===== src/rtl/sprite_arb_pkg.sv =====
// Shared constants and types for the sprite ROM arbiter.
// Holds the default geometry of the requester set and the sprite ROM, the
// tag/address typedefs used at that default size, and the round-robin
// pointer advance rule shared by both arbitration modes.
package sprite_arb_pkg;

  localparam int DEF_NUM_REQ   = 4;
  localparam int DEF_ADDR_W    = 19;
  localparam int DEF_DATA_W    = 4;
  localparam int DEF_ROM_DEPTH = 280;

  typedef logic [DEF_NUM_REQ-1:0] tag_t;
  typedef logic [DEF_ADDR_W-1:0]  addr_t;

  // Pointer lands one past the winner; in priority mode slot 0 is never a
  // round-robin start, so the pointer skips over it.
  function automatic int rr_next(input int idx, input int n, input bit skip0);
    int nx;
    nx = (idx + 1) % n;
    if (skip0 && nx == 0) nx = 1;
    return nx;
  endfunction

endpackage


===== src/rtl/sprite_rr_pick.sv =====
// Combinational round-robin picker: scans req starting at rr_ptr, wrapping
// from NUM_REQ-1 back to 0, and returns the first asserted requester as a
// one-hot grant plus its binary index.
module sprite_rr_pick
  import sprite_arb_pkg::*;
#(
  parameter int NUM_REQ = DEF_NUM_REQ,
  localparam int PTR_W  = (NUM_REQ > 1) ? $clog2(NUM_REQ) : 1
) (
  input  logic [NUM_REQ-1:0] req,
  input  logic [PTR_W-1:0]   rr_ptr,
  output logic [NUM_REQ-1:0] gnt,
  output logic [PTR_W-1:0]   idx,
  output logic               any
);

  // First requester at or after the pointer wins.
  always_comb begin
    int i;
    i   = 0;
    gnt = '0;
    idx = '0;
    any = 1'b0;
    for (int k = 0; k < NUM_REQ; k++) begin
      i = (int'(rr_ptr) + k) % NUM_REQ;
      if (!any && req[i[PTR_W-1:0]]) begin
        any                = 1'b1;
        gnt[i[PTR_W-1:0]]  = 1'b1;
        idx                = i[PTR_W-1:0];
      end
    end
  end

endmodule


===== src/rtl/sprite_rom_arbiter.sv =====
// Sprite ROM arbiter: shares one registered-read sprite ROM among NUM_REQ
// requesters. One grant per cycle, returned data one cycle later, tagged
// with the one-hot grant. Out-of-range addresses still consume the slot but
// read back as 0 with addr_err.
// Build option: SPRITE_ARB_PRIORITY_EN gives requester 0 (player sprite)
// absolute priority; the rest round-robin among 1..NUM_REQ-1.
module sprite_rom_arbiter
  import sprite_arb_pkg::*;
#(
  parameter int NUM_REQ   = DEF_NUM_REQ,
  parameter int ADDR_W    = DEF_ADDR_W,
  parameter int DATA_W    = DEF_DATA_W,
  parameter int ROM_DEPTH = DEF_ROM_DEPTH
) (
  input  logic                      Clk,
  input  logic                      Reset_n,
  input  logic [NUM_REQ-1:0]        req,
  input  logic [NUM_REQ*ADDR_W-1:0] req_addr,
  output logic [NUM_REQ-1:0]        gnt,
  output logic [NUM_REQ-1:0]        rd_valid,
  output logic [DATA_W-1:0]         rd_data,
  output logic                      addr_err,
  output logic [ADDR_W-1:0]         rom_addr,
  input  logic [DATA_W-1:0]         rom_data
);

  localparam int PTR_W = (NUM_REQ > 1) ? $clog2(NUM_REQ) : 1;

  logic [PTR_W-1:0]   rr_ptr;
  logic [PTR_W-1:0]   ptr_nxt;
  logic [NUM_REQ-1:0] rr_req;
  logic [NUM_REQ-1:0] rr_gnt;
  logic [PTR_W-1:0]   rr_idx;
  logic               rr_any;
  logic [NUM_REQ-1:0] gnt_p0;
  logic [ADDR_W-1:0]  addr_p0;
  logic               err_p0;
  logic [NUM_REQ-1:0] vld_p1;
  logic               err_p1;

  function automatic logic in_range(input logic [ADDR_W-1:0] a);
    return 32'(a) < ROM_DEPTH;
  endfunction

`ifdef SPRITE_ARB_PRIORITY_EN
  assign rr_req = {req[NUM_REQ-1:1], 1'b0};
`else
  assign rr_req = req;
`endif

  sprite_rr_pick #(.NUM_REQ(NUM_REQ)) u_pick (
    .req    (rr_req),
    .rr_ptr (rr_ptr),
    .gnt    (rr_gnt),
    .idx    (rr_idx),
    .any    (rr_any)
  );

  // ---- stage p0: grant decision, pointer advance, ROM address ----
  // Resolve the winner and next pointer; nothing is granted during reset.
  always_comb begin
    gnt_p0  = '0;
    ptr_nxt = rr_ptr;
    if (Reset_n) begin
`ifdef SPRITE_ARB_PRIORITY_EN
      if (req[0]) begin
        gnt_p0 = NUM_REQ'(1);
      end else if (rr_any) begin
        gnt_p0  = rr_gnt;
        ptr_nxt = PTR_W'(rr_next(int'(rr_idx), NUM_REQ, 1'b1));
      end
`else
      if (rr_any) begin
        gnt_p0  = rr_gnt;
        ptr_nxt = PTR_W'(rr_next(int'(rr_idx), NUM_REQ, 1'b0));
      end
`endif
    end
  end

  // Route the winner's address to the ROM, zeroed when idle or out of range.
  always_comb begin
    addr_p0 = '0;
    for (int i = 0; i < NUM_REQ; i++) begin
      if (gnt_p0[i]) addr_p0 = req_addr[i*ADDR_W +: ADDR_W];
    end
    err_p0   = (|gnt_p0) && !in_range(addr_p0);
    rom_addr = err_p0 ? '0 : addr_p0;
  end

  assign gnt = gnt_p0;

  // ---- stage p1: return tag and error flag, aligned with ROM output ----
  // Pointer and in-flight tag; async reset drops any pending return.
  always_ff @(posedge Clk or negedge Reset_n) begin
    if (!Reset_n) begin
      rr_ptr <= '0;
      vld_p1 <= '0;
      err_p1 <= 1'b0;
    end else begin
      rr_ptr <= ptr_nxt;
      vld_p1 <= gnt_p0;
      err_p1 <= err_p0;
    end
  end

  assign rd_valid = vld_p1;
  assign addr_err = (|vld_p1) && err_p1;
  assign rd_data  = ((|vld_p1) && !err_p1) ? rom_data : '0;

endmodule


===== config.mk =====
export PLATFORM = sky130hd
export DESIGN_NAME = sprite_rom_arbiter
export DESIGN_NICKNAME = d
export VERILOG_FILES = /design/src/rtl/sprite_arb_pkg.sv /design/src/rtl/sprite_rr_pick.sv /design/src/rtl/sprite_rom_arbiter.sv
export SDC_FILE = /design/constraint.sdc
export NUM_CORES = 1
export LEC_CHECK = 0
export CAP_MARGIN = 30
export CORE_UTILIZATION = 37
export CTS_BUF_LIST = sky130_fd_sc_hd__clkbuf_2
export DETAILED_ROUTE_END_ITERATION = 6
export GPL_TIMING_DRIVEN = 0
export PLACE_DENSITY = 0.86
export SLEW_MARGIN = 0
export SYNTH_ARGS = -nofsm -noshare
export SYNTH_HDL_FRONTEND = slang
export SYNTH_SLANG_ARGS = --single-unit

===== constraint.sdc =====
create_clock -name Clk -period 5.65 [get_ports Clk]
set_clock_uncertainty 0.2 [all_clocks]
set_input_delay 0.8475 -clock Clk [delete_from_list [all_inputs] [get_ports Clk]]
set_output_delay 0.8475 -clock Clk [all_outputs]
set_load 0.01 [all_outputs]

==> flow_metrics.py, run 1 <==
metrics = {
    "outcome": {
        "status": "finished, final reports clean",
    },
    "drt": {
        "drc": 0,
        "route.vias.total": 2346,
        "wirelength_um": 6470,
        "dr.pass1.iters": 4,
        "first_iter_violations": 169,
        "wire_per_inst_um": 15.9,
        "wl_met1_um": 2520,
        "antenna_left": 0,
        "dr_wl_met3_um": 560,
        "wl_met2_um": 3300,
        "top_layer_used": "met4",
        "vias_per_cell": 5.78,
    },
    "critical_path": {
        "cp-start-kind": "input port",
        "cp_data_required_time_ns": 4.60,
        "cp.arrival_ns": 4.41,
        "crit_path_end_kind": "output port",
        "critical_path_class": "in -> out",
        "r2r_setup_slack_ns": 1.49,
        "cp_max_fo": 11,
    },
    "timing": {
        "tightest_slew_ns": 0.766,
        "hold_viol_final": 0,
        "slew_headroom": 0.483,
        "finalSetupViolCount": 0,
        "max_clock_freq_mhz": 183,
        "period_needed_ns": 5.46,
        "rsz0062_at_grt": "false",
        "period_share": 0.966,
        "final_max_slew_viol_count": 0,
    },
    "final_layout": {
        "fillCellCount": 328,
        "diodes": 0,
        "layout_commonest_cell": "clkdlybuf4s50_1",
        "drive_gt1_frac": 0.203,
        "regArea_um2": 176,
        "final_util": 0.704,
        "multiInputGateArea_mm2": 0.00146,
        "final_cell_mix": "clkdlybuf4s50_1, nor2_1, buf_4",
        "synthToLayoutAreaGrowth_pct": 80.9,
        "nets": 449,
    },
    "place": {
        "gp_congestion": 0.897,
        "port_buffers": 107,
        "dp_hpwl_um": 4810,
    },
    "yosys": {
        "synth_edf_count": 0,
        "syn_avg_cell_area_um2": 7.69,
        "ys_types": 63,
        "synth-adder-area-share": 0.0587,
        "synth_xor_area_frac": 0.0103,
        "async_reset_ff_frac": 1.00,
        "ys_seq_area_frac": 0.103,
        "synth-main-ff-cell": "dfrtp_1",
        "synth_cells": 222,
        "synth_top_family_by_area": "compound AO/OA/AOI/OAI gates",
        "synth-compound-area-share": 0.333,
        "synth_area_mm2": 0.00171,
        "synth-simple-area-share": 0.295,
        "ys_ff_latch": 7,
        "synth.mux.area_fraction": 0.0777,
        "yosys_warnings": 0,
    },
    "power": {
        "p_sw_uw": 782,
        "p_clk_frac": 0.024,
        "total_power_mw": 1.57,
        "switching_share": 0.499,
        "ir_drop_mv": 0.278,
        "power.leakage_nw": 1.27,
        "power_density_mw_per_mm2": 508,
        "p_seq_frac": 0.059,
        "combPwrFrac": 0.917,
        "intPower_uw": 786,
    },
    "global_route": {
        "grt_remaining_overflow": 0,
        "grt_pass1_wl_um": 10500,
        "grt_pass1_vias": 2286,
        "grt_max_degree": 12,
        "grt_util_all_layers": 0.261,
        "antenna_found_initial": 0,
    },
    "floorplan": {
        "core_region_area_mm2": 0.00438,
        "rows": 24,
        "start_util": 0.389,
        "dieArea_mm2": 0.00489,
        "ios": 118,
        "die_w_um": 69.9,
        "fp.dieH_um": 69.9,
    },
    "cts": {
        "cts.clk_slew.worst_paths_ns": 0.08,
        "numCtsBuffers": 3,
        "clockBufferDepth": 2,
        "cts_tree": "yes",
        "clock-sinks": 7,
        "htree_levels": 1,
        "clockRootBuffer": "clkbuf_2",
        "insertion_delay_ns": 0.24,
    },
    "min_path": {
        "min-delay-path-class": "reg -> reg",
    },
    "run": {
        "maxCapViolations": 0,
    },
}
-- through the flow --
stage | instance area [um2] | setup TNS, ns | worst slack (ns) | hold WS [ns] | instances
global route | 3090 | 0 | 0.0386 | 0.647 | 406
CTS | 3020 | 0 | 0.00295 | 0.630 | 402
finish | 3090 | 0 | 0.192 | 0.613 | 406
floorplan | 1740 | 0 | 0.856 | 0.352 | 231
global placement | 2880 | -0.683 | -0.0983 | 0.620 | 390
detailed placement | 2880 | -1.02 | -0.123 | 0.645 | 390
-- final cells by class --
cell class              count  area share
well taps                  52      0.0211
multi-input cells         191       0.472
clock buffers               4     0.00649
plain buffers              26      0.0632
repair buffers            118       0.369
inverters                   8      0.0109
flip-flops and latches      7      0.0572
-- kinds of logic (layout without fill, tap and decap cells) --
family          count (synthesis)  count (layout)
compound gates                 66              67
xor+xnor                        2               2
fa+ha+maj                       8               8
buf+inv                        34             156
flops                           7               7
mux                             9               9
other cells                     1              10
simple gates                   95              95
-- state kept, by name (all words and copies together) (netlist names) --
signal and cells:
rd_valid 4, err_p1 1, rr_ptr 2
-- cell usage after synthesis (3+ instances only) --
library cell | number | area (um2)
and2_1 | 9 | 56.3
inv_1 | 8 | 30.0
mux2i_1 | 5 | 50.1
nor4_1 | 3 | 18.8
a31oi_1 | 3 | 18.8
ha_1 | 8 | 100
buf_6 | 3 | 33.8
nand2_1 | 17 | 63.8
buf_4 | 11 | 82.6
o22ai_1 | 7 | 43.8
o31a_1 | 3 | 26.3
nor3b_1 | 4 | 30.0
buf_2 | 11 | 55.1
a21oi_1 | 7 | 35.0
nor3_1 | 17 | 85.1
nor2_1 | 25 | 93.8
o21ai_0 | 11 | 55.1
dfrtp_1 | 7 | 175
nand3_1 | 3 | 15.0
a22o_1 | 3 | 26.3
a221oi_1 | 7 | 61.3
-- worst max-delay path, stage by stage --
cell             delay [ns]
clkdlybuf4s50_1        0.47
buf_2                  0.21
or3b_1                 0.37
a2111o_1               0.44
nand2_1                0.15
and2_2                 0.24
o21a_1                 0.26
clkbuf_4               0.25
clkbuf_4               0.23
and3_2                 0.27
o32ai_4                0.13
buf_4                  0.16
nor3_1                 0.20
clkbuf_2               0.17
-- power by group through the flow --
stage | Combinational (mW) | Clock, mW | Sequential [mW]
2_1_floorplan | 0.820 | 0 | 0.0974
3_3_place_gp | 1.17 | 0 | 0.0955
3_5_place_dp | 1.18 | 0 | 0.0964
4_1_cts | 1.35 | 0.0387 | 0.0922
5_1_grt | 1.56 | 0.0412 | 0.0955
6_report | 1.44 | 0.0376 | 0.0928
-- routing by layer --
metal | global-route usage | up-vias
met3 | 0.0534 | 12
li1 | - | 1093
met1 | 0.309 | 1099
met4 | 0.109 | 0
met2 | 0.455 | 142
met5 | 0 | -
-- final timing paths --
path	depth (start not counted)	to	startpoint
max	14	rom_addr[4]	req[1]
min	3	rr_ptr[0]	rr_ptr[0]
max reg2reg	13	err_p1	rr_ptr[1]
min reg2reg	3	rr_ptr[0]	rr_ptr[0]
max in group asynchronous	1	rr_ptr[0]	Reset_n
min in group asynchronous	1	rd_valid[1]	Reset_n
-- what timing repair did --
action,in CTS,in global routing
buffers inserted,7,4
gates cloned,1,0
pin swaps,1,4
endpoints found under the setup margin,9,9
resized for setup,21,19
hold buffers,0,0
No activity file was read; power rests on OpenSTA's default activity.
==> inputs of run 2 (changes only) <==
Settings changed: CORE_UTILIZATION 37 to 36, GPL_TIMING_DRIVEN 0 to 1, SYNTH_HIERARCHICAL from default to 1.
Clock period 5.65 ns to 6.2 ns, I/O delays scaled along.
==> run 2 against run 1 <==
- non-clock buffer count shrank 22
- count of clock-buffer cells in the layout is the same
- cell area shrank 10%
- synthesized cell count shrank 15%
- routed wire length shrank 12%
- synthesized area shrank 4.8%
- sequential power shrank 8.5%
- worst hold slack lost 0.11 ns
- worst setup slack gained 0.012 ns
- via count shrank 15%
- sequential share of layout area grew 0.60 points
- first-iteration DRC count shrank 5.3%
- critical endpoint is now rom_addr[1]
- largest cell class unchanged
==> flow_metrics.py, run 2 <==
metrics = {
    "global_route": {
        "grt_max_degree": 19,
        "grt_pass1_wl_um": 9300,
        "antenna_found_initial": 0,
        "grt_pass1_vias": 1892,
        "grt_util_all_layers": 0.235,
        "grt_remaining_overflow": 0,
    },
    "floorplan": {
        "start_util": 0.373,
        "fp.dieH_um": 69.2,
        "die_w_um": 69.2,
        "core_region_area_mm2": 0.00435,
        "ios": 118,
        "dieArea_mm2": 0.00479,
        "rows": 24,
    },
    "critical_path": {
        "cp_data_required_time_ns": 5.07,
        "max_stage_delay_ns": 0.62,
        "r2r_setup_slack_ns": 2.32,
        "crit_path_end_kind": "output port",
        "cp.arrival_ns": 4.87,
        "critical_path_class": "in -> out",
        "r2r_start": "rr_ptr[1]",
        "worstPathCellList": "clkdlybuf4s50_1, mux4_2, and2b_2, a22oi_1, o21ai_2, buf_4, a211oi_1, a2111oi_0, buf_4, nor2_1, o2111ai_4, a2111oi_1, clkdlybuf4s50_1",
        "path_buf_inv": 4,
        "ff2ff_path_depth": 13,
        "crit_slowest_cell": "clkdlybuf4s50_1",
        "cp_max_fo": 14,
        "critPathTopFamily": "compound AO/OA/AOI/OAI gates",
        "cp-start-kind": "input port",
        "r2r_end": "err_p1",
    },
    "outcome": {
        "status": "finished, final reports clean",
    },
    "run": {
        "maxCapViolations": 0,
    },
    "final_layout": {
        "drive_gt1_frac": 0.171,
        "layout_commonest_cell": "clkdlybuf4s50_1",
        "final_cell_mix": "clkdlybuf4s50_1, a22oi_1, buf_4",
        "largest_reg_flops": 4,
        "nets": 390,
        "synthToLayoutAreaGrowth_pct": 70.7,
        "fin_cells": 350,
        "diodes": 0,
    },
    "yosys": {
        "ys_seq_area_frac": 0.108,
        "synth_area_mm2": 0.00163,
        "yosys.area.top_type": "dfrtp_1",
        "synth_edf_count": 0,
        "async_reset_ff_frac": 1.00,
        "yosys_warnings": 6,
        "synth-main-ff-cell": "dfrtp_1",
        "ys_types": 61,
        "synth_xor_area_frac": 0.00539,
        "synth-adder-area-share": 0.0385,
        "synth_cells": 188,
        "synth_most_common_cell": "a22oi_1",
        "synth.area.top_cells": "dfrtp_1, a22oi_1, buf_4",
        "synth_top_family_by_area": "compound AO/OA/AOI/OAI gates",
        "syn_avg_cell_area_um2": 8.65,
        "synth-compound-area-share": 0.419,
        "synth.mux.area_fraction": 0.0793,
        "yosys-top-cells-count": "a22oi_1, buf_4, nand2_1",
        "ys_ff_latch": 7,
        "synth_top_area_frac": 0.108,
        "synth-simple-area-share": 0.219,
    },
    "power": {
        "power_density_mw_per_mm2": 572,
        "ir_drop_mv": 0.352,
        "power.leakage_nw": 1.02,
    },
    "cts": {
        "insertion_delay_ns": 0.22,
        "htree_levels": 1,
        "cts.clk_slew.worst_paths_ns": 0.07,
        "clockRootBuffer": "clkbuf_2",
        "clockBufferDepth": 2,
        "numCtsBuffers": 3,
        "clock-sinks": 7,
        "cts_tree": "yes",
    },
    "place": {
        "port_buffers": 107,
        "dp_cells": 346,
        "pre_cts_ws_ns": 0.131,
        "gp_congestion": 0.885,
        "dp_hpwl_um": 4620,
    },
    "drt": {
        "antenna_left": 0,
        "first_iter_violations": 160,
        "dr.pass1.iters": 4,
        "drc": 0,
        "vias_per_cell": 5.72,
        "route.vias.total": 2002,
        "wirelength_um": 5670,
        "wire_per_inst_um": 16.2,
    },
    "timing": {
        "finalSetupViolCount": 0,
        "hold_viol_final": 0,
        "post-route-worst-setup-slack_ns": 0.203,
        "max_clock_freq_mhz": 167,
        "period_needed_ns": 6.00,
        "final_max_slew_viol_count": 0,
        "period_share": 0.967,
    },
    "min_path": {
        "min-delay-path-class": "reg -> reg",
        "min_to": "rr_ptr[1]",
        "min-delay-start": "rr_ptr[1]",
        "min_path_cells": 2,
    },
}
## run 2: cell types whose count changed after synthesis, moves of 6 or more
cell,delta
nor2_1,-17
a22oi_1,+14
a21oi_1,-6
a221oi_1,-6
buf_2,-6
a2111oi_1,+6
nor3_1,-15
## run 2: timing repair
item                                    CTS  global route
resized for setup                         0            10
endpoints found under the hold margin     0             0
buffers inserted                          0             0
hold buffers                              0             0
endpoints found under the setup margin    0             7
## run 2: kinds of logic (layout without fill, tap and decap cells)
kind of cell	count (synthesis)	count (layout)
other	1	10
flip-flops	7	7
adder cells (fa/ha/maj)	5	5
AND/OR/NAND/NOR	57	57
XOR/XNOR	1	1
buffers and inverters	31	132
AO/OA/AOI/OAI	79	79
multiplexers	7	7
## run 2: through the flow
| step | hold slack [ns] | util | instance area (um2) | total power [mW] | setup TNS (ns) |
|---|---|---|---|---|---|
| final | 0.502 | 0.637 | 2770 | 1.59 | 0 |
| after global routing | 0.600 | 0.637 | 2770 | 1.71 | -0.00428 |
| after CTS | 0.511 | 0.630 | 2740 | 1.51 | 0 |
| after detailed placement | 0.500 | 0.625 | 2720 | 1.47 | 0 |
| after global placement | 0.486 | 0.625 | 2720 | 1.45 | 0 |
| after floorplan | 0.345 | - | 1660 | 1.07 | 0 |
## run 2: layout make-up
type	count	area, um2
fillers	372	1580
multi-input cells	159	1310
repair buffers	122	1180
flip-flops and latches	7	175
well taps	52	65.1
inverters	6	22.5
clock buffers	4	20.0
## run 2: worst min-delay path: cells and delay by family (launching register included)
kind	cells	cell delay, ns
AO/OA/AOI/OAI	1	0.07
flip-flops	1	0.50
AND/OR/NAND/NOR	1	0.09
## run 2: report_power, final
part / internal, mW / switching (mW) / leakage (nW)
logic: 0.678 / 0.791 / 0.915
registers: 0.0670 / 0.0179 / 0.0883
clock network: 0.0171 / 0.0157 / 0.0166
## run 2: worst max-delay path by stage
| stage | to | slack (ns) | startpoint | depth (start not counted) |
|---|---|---|---|---|
| floorplan | rom_addr[0] | 1.29 | req[0] | 10 |
| global placement | rom_addr[4] | 0.21 | req[3] | 13 |
| detailed placement | rom_addr[4] | 0.13 | req[3] | 13 |
| CTS | rom_addr[4] | 0.12 | req[3] | 13 |
| global route | rom_addr[7] | -0.004 | req[2] | 13 |
| finish | rom_addr[1] | 0.20 | req[3] | 13 |
## run 2: layer usage
metal | global-route usage | wire length (um)
met1 | 0.308 | 2370
met2 | 0.393 | 2810
met3 | 0.0480 | 446
met4 | 0.0612 | 53
met5 | 0 | 0
==> inputs of run 3 (changes only) <==
Settings changed: CAP_MARGIN 30 to default.
==> results of run 3 <==
Final layout, timing and power as in run 2 (identical DEF).
